===== config.mk =====
export PLATFORM = sky130hd
export DESIGN_NAME = xsfifo_lvl
export DESIGN_NICKNAME = d
export VERILOG_FILES = /design/src/rtl/xsfifo_lvl.sv
export SDC_FILE = /design/constraint.sdc
export NUM_CORES = 1
export LEC_CHECK = 0
export BUFFER_PORTS_ARGS = -buffer_cell sky130_fd_sc_hd__buf_2
export CAP_MARGIN = 0
export CORE_AREA = 8 8 90 92
export CTS_CLUSTER_SIZE = 40
export DETAILED_ROUTE_END_ITERATION = 8
export DIE_AREA = 0 0 98 100
export SYNTH_ARGS = -nofsm -noshare
export SYNTH_HDL_FRONTEND = slang
export SYNTH_SLANG_ARGS = --single-unit
export TNS_END_PERCENT = 50

===== constraint.sdc =====
create_clock -name clk -period 2.05 [get_ports clk]
set_clock_uncertainty 0.2 [all_clocks]
set_input_delay 0.1025 -clock clk [delete_from_list [all_inputs] [get_ports clk]]
set_output_delay 0.1025 -clock clk [all_outputs]
set_load 0.02 [all_outputs]

===== src/rtl/xsfifo_lvl.sv =====
// Single-clock FIFO with arbitrary depth, registered or fall-through read, occupancy
// level, programmable almost-full/almost-empty flags, synchronous flush and error pulses.
module xsfifo_lvl #(
   parameter int DEPTH  = 4,
   parameter int DW     = 8,
   parameter int FWFT   = 0,
   parameter int AF_LVL = DEPTH - 1,
   parameter int AE_LVL = 1,
   localparam int LW    = $clog2(DEPTH + 1)
) (
   input  logic          clk,
   input  logic          rstn,
   input  logic          flush,
   input  logic          we,
   input  logic [DW-1:0] din,
   output logic          full_n,
   input  logic          re,
   output logic          empty_n,
   output logic [DW-1:0] dout,
   output logic [LW-1:0] level,
   output logic          almost_full,
   output logic          almost_empty,
   output logic          ovf,
   output logic          udf
);

   localparam int PW = $clog2(DEPTH);
   localparam logic [PW-1:0] LAST_PTR = PW'(DEPTH - 1);
   localparam logic [LW-1:0] DEPTH_L  = LW'(DEPTH);
   localparam logic [LW-1:0] AF_L     = LW'(AF_LVL);
   localparam logic [LW-1:0] AE_L     = LW'(AE_LVL);

   logic [DW-1:0] mem_q [DEPTH];
   logic [PW-1:0] wptr_q, wptr_d;
   logic [PW-1:0] rptr_q, rptr_d;
   logic [LW-1:0] level_q, level_d;
   logic          full_n_q, empty_n_q, af_q, ae_q, ovf_q, udf_q;
   logic          we_ok, re_ok;

   // Status flags are registered, so qualification uses the already-registered full/empty.
   assign we_ok = we & full_n_q & ~flush;
   assign re_ok = re & empty_n_q & ~flush;

   // Explicit wrap at DEPTH-1 so non-power-of-two depths work.
   function automatic logic [PW-1:0] ptr_inc(input logic [PW-1:0] p);
      return (p == LAST_PTR) ? '0 : p + PW'(1);
   endfunction

   always_comb begin
      wptr_d  = wptr_q;
      rptr_d  = rptr_q;
      level_d = level_q;
      if (flush) begin
         wptr_d  = '0;
         rptr_d  = '0;
         level_d = '0;
      end else begin
         if (we_ok) wptr_d = ptr_inc(wptr_q);
         if (re_ok) rptr_d = ptr_inc(rptr_q);
         if (we_ok && !re_ok)      level_d = level_q + LW'(1);
         else if (re_ok && !we_ok) level_d = level_q - LW'(1);
      end
   end

   always_ff @(posedge clk or negedge rstn) begin
      if (!rstn) begin
         wptr_q    <= '0;
         rptr_q    <= '0;
         level_q   <= '0;
         full_n_q  <= 1'b1;
         empty_n_q <= 1'b0;
         af_q      <= 1'b0;
         ae_q      <= 1'b1;
         ovf_q     <= 1'b0;
         udf_q     <= 1'b0;
      end else begin
         wptr_q    <= wptr_d;
         rptr_q    <= rptr_d;
         level_q   <= level_d;
         full_n_q  <= (level_d != DEPTH_L);
         empty_n_q <= (level_d != '0);
         af_q      <= (level_d >= AF_L);
         ae_q      <= (level_d <= AE_L);
         ovf_q     <= we & ~full_n_q & ~flush;
         udf_q     <= re & ~empty_n_q & ~flush;
      end
   end

   // Storage is deliberately not reset.
   always_ff @(posedge clk) begin
      if (we_ok) mem_q[wptr_q] <= din;
   end

   generate
      if (FWFT != 0) begin : g_fwft
         assign dout = mem_q[rptr_q];
      end else begin : g_reg
         logic [DW-1:0] dout_q;
         always_ff @(posedge clk or negedge rstn) begin
            if (!rstn)      dout_q <= '0;
            else if (re_ok) dout_q <= mem_q[rptr_q];
         end
         assign dout = dout_q;
      end
   endgenerate

   assign full_n       = full_n_q;
   assign empty_n      = empty_n_q;
   assign level        = level_q;
   assign almost_full  = af_q;
   assign almost_empty = ae_q;
   assign ovf          = ovf_q;
   assign udf          = udf_q;

endmodule


== Word level (Yosys, flattened, before mapping) ==
Memory sizes are Yosys's and may differ from the RTL's. A register that Yosys moved wholly into a read port is not among the register bits.
Cells that the tools add are included.
Storage, ports and cells
  bits in registers: 13
  memory bits (writable): 32
  output and inout bits: 17
  word-level logic and storage cells: 49
  memories kept: 1
Memory list
  mem_q: depth 4, bits a word 8, read ports 1, clocked after Yosys merged registers in 1, write ports 1, RTL line 33  | logic [DW-1:0] mem_q [DEPTH];
Operators by class
  add/sub/neg operators: 4
  $lt $le $gt $ge: 2
  equality and inequality tests: 3
  multiplexer cells: 11
  bitwise operators: 11
  reduce and logical (&&, ||, !) cells: 8
Operators with widths (count)
  $mux 2: 6
  $mux 3: 3
  $and 1x1->1: 8
  $add 2x1->2 const B: 2
  $eq 2x2->1 const B: 2
  $reduce_bool 2->1: 2
  $add 3x1->3 const B: 1
  $ge 3x2->1 const B: 1
  $le 3x1->1 const B: 1
  $logic_not 1->1: 3
  $ne 3x3->1 const B: 1
  $not 1->1: 3
  $reduce_bool 3->1: 1
  $sub 3x1->3 const B: 1
  $logic_and 1x1->1: 2
  $mux 1: 2

== Longest topological paths before layout ==
  depth in word-level cells: 8
  depth in mapped cells: 6
  gate-level depth less buffers: 6

== Worst setup path after synthesis ==
No wires, ideal clock.
  path kind: register to register
  start point: register full_n_q, in the netlist full_n
  end point: register full_n_q, in the netlist full_n
  library setup time: 0.088 ns
  arrival time: 1.609 ns
  data required time: 1.762 ns
  path slack: 0.153 ns
  stages on the path, launching flop included: 7
  buffers on the path: 1
  period minus slack after synthesis: 1.897 ns
  cells stage by stage: dfstp_2 and3b_1 buf_6 nand3_2 a21o_1 a21oi_4 or3b_1
On the way
  longest elaborated chain between the ends: 8
  elaborated cells between the ends (all ways): 9
  those cells by class: eq/ne: 1; mux: 3; bitwise: 2; reduce/logical: 3
Ends and longest elaborated chain
  start, declared: RTL line 37  | logic full_n_q, empty_n_q, af_q, ae_q, ovf_q, udf_q;
  start signal, assigned: RTL line 80  | full_n_q <= (level_d != DEPTH_L);
  $and 1x1->1 * (2 in series): RTL line 41  | assign we_ok = we & full_n_q & ~flush;
  $logic_not 1->1: RTL line 61  | else if (re_ok && !we_ok) level_d = level_q - LW'(1);
  $logic_and 1x1->1: RTL line 61
  $mux 3: RTL line 61
  $mux 3 *: RTL line 60  | if (we_ok && !re_ok) level_d = level_q + LW'(1);
  $mux 3 *: RTL line 53  | if (flush) begin
  net level_d[2]: RTL line 36  | logic [LW-1:0] level_q, level_d;
  $ne 3x3->1 *: RTL line 80
The timed path passes the listed nets; every way through them passes the cells marked *.
A chain may end at the register's enable or synchronous reset.

== Worst setup path after layout ==
  start point: input port flush
  end point: register empty_n_q, in the netlist empty_n
On the way
  longest elaborated chain between the ends: 8
  elaborated cells between the ends (all ways): 11
  those cells by class: mux: 3; bitwise: 3; reduce/logical: 5
Ends and longest elaborated chain
  start, declared: RTL line 13  | input logic flush,
  $not 1->1: RTL line 41, 42
  $and 1x1->1: RTL line 41
  $logic_not 1->1: RTL line 61
  $logic_and 1x1->1: RTL line 61
  $mux 3: RTL line 61
  $mux 3: RTL line 60
  $mux 3 *: RTL line 53
  net level_d[1]: RTL line 36
  $reduce_bool 3->1 *: RTL line 81  | empty_n_q <= (level_d != '0);
  end signal, assigned: RTL line 81
  end, declared: RTL line 37
Marked as above.

==> flow_metrics.env <==
export IMPL_outcome="complete, no violations"
export IMPL_synth_enable_flop_cells=32
export IMPL_synth_area_sq_um=2160
export IMPL_final_count_of_hold_timing_violations=0
export IMPL_mostFrequentLayoutCell="sky130_fd_sc_hd__edfxtp_1"
export IMPL_cts_repair_timing_setup_buffer_count=0
export IMPL_fin_tns_setup_ns=0
export IMPL_maxSlewHeadroom_pct=62.5
export IMPL_power_net_switching_mw=0.842
export IMPL_cp_launch_type="input pin"
export IMPL_tritoncts_num_sinks=53
export IMPL_syn_nets=146
export IMPL_floorplan_io_pins=30
export IMPL_finalMaxSlewViolations=0
export IMPL_yosys_top_cells_area="sky130_fd_sc_hd__edfxtp_1 (44%), sky130_fd_sc_hd__dfrtp_1 (22%), sky130_fd_sc_hd__mux4_2 (8.3%), sky130_fd_sc_hd__mux2_2 (4.2%), sky130_fd_sc_hd__ha_1 (4.1%)"
export IMPL_overflow=0
export IMPL_initial_utilization_pct=32.5
export IMPL_area_used_by_multi_input_combinational_logic_sq_um=631
export IMPL_critPathMaxFanout=12
export IMPL_period_minus_slack_ns=1.96
export IMPL_track_usage_pct=8.65
export IMPL_totalWireLength_mm=3.94
export IMPL_maximum_number_of_pins_on_one_net_before_global_route_repair=22
export IMPL_clockRootBuffer="sky130_fd_sc_hd__clkbuf_8"
export IMPL_fin_crit_sh_pct=95.6
export IMPL_cts_buffers=5
export IMPL_via_count=1213
export IMPL_async_reset_ff_share_pct=39.6
export IMPL_vias_in_the_first_global_route=1309
export IMPL_critPathArrivalTime_ns=1.93
export IMPL_synth_warnings=0
export IMPL_rsz0062_at_grt="false"
export IMPL_power_density_nw_per_um2=1060
export IMPL_clock_insertion_delay_at_the_later_pin_of_the_skew_report_ns=0.30
export IMPL_die_height_um=100
export IMPL_total_power_mw=2.86
export IMPL_die_area_sq_um=9800
export IMPL_drt_wl_cell_um=15.2
export IMPL_fraction_of_power_consumed_by_sequential_logic_pct=48.9
export IMPL_power_frac_clock_pct=24.0
export IMPL_holdCritPathClass="input pin to asynchronous set/reset pin"
export IMPL_antenna_cells_inserted=0
export IMPL_max_cap_violations=0
export IMPL_complex_gate_fraction_of_the_synthesized_area_pct=3.82
export IMPL_synth_simple_gate_area_share_pct=7.93
export IMPL_synth_top_flop_cell="sky130_fd_sc_hd__edfxtp_1"
export IMPL_synth_distinct_cells=33
export IMPL_drtAntennaViolNets=0
export IMPL_largest_family_of_logic_cells_by_synthesized_area="multiplexers"
export IMPL_setup_worst_path_class="input pin to flop"
export IMPL_power_ir_vdd_worst_uv=277
export IMPL_setup_violations_final=0
export IMPL_clock_tree_from_tritoncts="yes"
export IMPL_grtUsageMet2_pct=16.1
export IMPL_gr_usage_met3_pct=2.28
export IMPL_post_synth_fa_ha_maj_area_fraction_pct=4.05
export IMPL_antenna_found_initial=0
export IMPL_post_synth_top_area_cell="sky130_fd_sc_hd__edfxtp_1"
export IMPL_detail_route_vias_per_cell=4.68
export IMPL_place_detailed_hpwl_mm=2.77
export IMPL_synth_seq_area_share_pct=68.9
export IMPL_mux_share_of_post_synthesis_cell_area_pct=12.5
export IMPL_timing_worst_slew_pin_value_ns=0.563
export IMPL_chipWidth_um=98
export IMPL_share_comb_of_total_power_pct=27.1
export IMPL_grt_busiest_layer="met2"
export IMPL_achievable_frequency_mhz=510
export IMPL_grt_first_pass_wirelength_mm=6.52
export IMPL_endpoint_kind="flop"
export IMPL_synthXorXnorAreaFrac_pct=0.811
export IMPL_htree_levels=2
export IMPL_syn_avg_cell_area_sq_um=17.1
export IMPL_gp_congestion=0.838
export IMPL_remaining_drc_errors=0
export IMPL_internal_power_mw=2.01
export IMPL_clk_pin_slew_ns=0.09
export IMPL_postSynthCellCount=126
export IMPL_layout_area_seq_sq_um=1490
export IMPL_detailedRoute_firstIterationViolations=72
export IMPL_fillCellCount=586
export IMPL_post_route_cells_drive_above_1_share_pct=38.5
export IMPL_post_synth_top_area_fraction_pct=44.5
export IMPL_synth_seq_cells=53
export IMPL_floorplan_rows=30
export IMPL_layout_common_cells="sky130_fd_sc_hd__edfxtp_1 (32), sky130_fd_sc_hd__buf_2 (29), sky130_fd_sc_hd__dfrtp_1 (19)"
export IMPL_io_buffers=29
export IMPL_required_time_of_the_critical_path_ns=2.02
export IMPL_core_area_sq_um=6640
export IMPL_max_clock_path_buffers=2
export IMPL_final_net_count=198
export IMPL_grt_util_met1_pct=8.58
export IMPL_switching_share_pct=29.5
export IMPL_dr_pass1_iters=4
export IMPL_area_added_between_synthesis_and_finish_pct=24.4
export IMPL_p_leak_nw=1.06
==> power by group through the flow <==
| stage | Combinational, mW | Sequential (mW) | Clock (mW) |
|---|---|---|---|
| 5_1_grt | 0.844 | 1.42 | 0.755 |
| 4_1_cts | 0.789 | 1.40 | 0.714 |
| 2_1_floorplan | 0.362 | 1.55 | 0 |
| 3_3_place_gp | 0.746 | 1.41 | 0 |
| 3_5_place_dp | 0.764 | 1.42 | 0 |
| 6_report | 0.775 | 1.39 | 0.686 |
==> state kept, by name (all words and copies together), names as in the netlist <==
register,count
full_n,1
level,3
rptr_q,2
mem_q,32
wptr_q,2
ovf,1
empty_n,1
almost_empty,1
almost_full,1
dout,8
udf,1
==> cells in the mapped netlist, types with 2 or more instances <==
| cell type | count |
|---|---|
| sky130_fd_sc_hd__inv_1 | 4 |
| sky130_fd_sc_hd__and2_1 | 5 |
| sky130_fd_sc_hd__nor3b_1 | 2 |
| sky130_fd_sc_hd__mux2_2 | 8 |
| sky130_fd_sc_hd__nor2_1 | 4 |
| sky130_fd_sc_hd__ha_1 | 7 |
| sky130_fd_sc_hd__nor3_1 | 3 |
| sky130_fd_sc_hd__dfstp_2 | 2 |
| sky130_fd_sc_hd__nand2_1 | 4 |
| sky130_fd_sc_hd__mux4_2 | 8 |
| sky130_fd_sc_hd__edfxtp_1 | 32 |
| sky130_fd_sc_hd__a21oi_1 | 6 |
| sky130_fd_sc_hd__nand3_1 | 2 |
| sky130_fd_sc_hd__dfrtp_1 | 19 |
| sky130_fd_sc_hd__xnor2_1 | 2 |
==> final cells by class <==
cell class	instances	share of cell area, %
Clock inverter	2	1.44
Multi-Input combinational cell	65	23.5
Clock buffer	6	2.70
Timing Repair Buffer	49	12.8
Tap cell	80	3.72
Inverter	4	0.558
Sequential cell	53	55.4
==> worst paths after layout <==
path,from,endpoint,slack [ns],depth (start not counted)
max in group asynchronous,rstn,full_n,1.15,2
max reg2reg,full_n,full_n,0.15,5
min reg2reg,dout[0],dout[0],0.30,1
min,rstn,dout[7],0.12,2
min in group clk,dout[0],dout[0],0.30,1
max,flush,empty_n,0.09,7
==> cell families (layout without fill, tap and decap cells) <==
family	Yosys count	in the layout
AO/OA/AOI/OAI	11	11
XOR/XNOR	2	2
adder cells (fa/ha/maj)	7	7
buffers and inverters	8	61
flip-flops	53	53
multiplexers	16	16
AND/OR/NAND/NOR	29	29
==> metrics by stage <==
stage | instance area (sq um) | utilization (%) | cells | hold slack [ns] | setup WS (ns)
6_report | 2690 | 40.5 | 259 | 0.116 | 0.0908
5_1_grt | 2690 | 40.5 | 259 | 0.166 | 0.0301
4_1_cts | 2690 | 40.5 | 259 | 0.126 | 0.0432
3_5_place_dp | 2440 | 36.7 | 237 | -0.0809 | 0.104
3_3_place_gp | 2440 | 36.7 | 237 | -0.0975 | 0.172
2_1_floorplan | 2160 | - | 126 | -0.393 | 0.153
==> per-layer routing <==
metal  wire length [um]  part of all wire [%]
met3                111                   2.8
met1               1520                    39
met2               2210                    56
met4                104                   2.6
met5                  0                     0
==> timing repair <==
| action | in CTS | in global routing |
|---|---|---|
| gates resized for setup | 0 | 1 |
| hold buffers | 14 | 0 |
| setup endpoints to repair | 0 | 1 |
| endpoints found under the hold margin | 62 | 0 |
==> critical path: stages <==
cell and delay [ns]:
sky130_fd_sc_hd__dlygate4sd3_1 0.52, sky130_fd_sc_hd__buf_2 0.26, sky130_fd_sc_hd__and3b_2 0.29, sky130_fd_sc_hd__a21oi_1 0.17, sky130_fd_sc_hd__a2bb2oi_2 0.20, sky130_fd_sc_hd__nor2_2 0.07, sky130_fd_sc_hd__or3_1 0.32
Power figures use the tool's default switching activity.
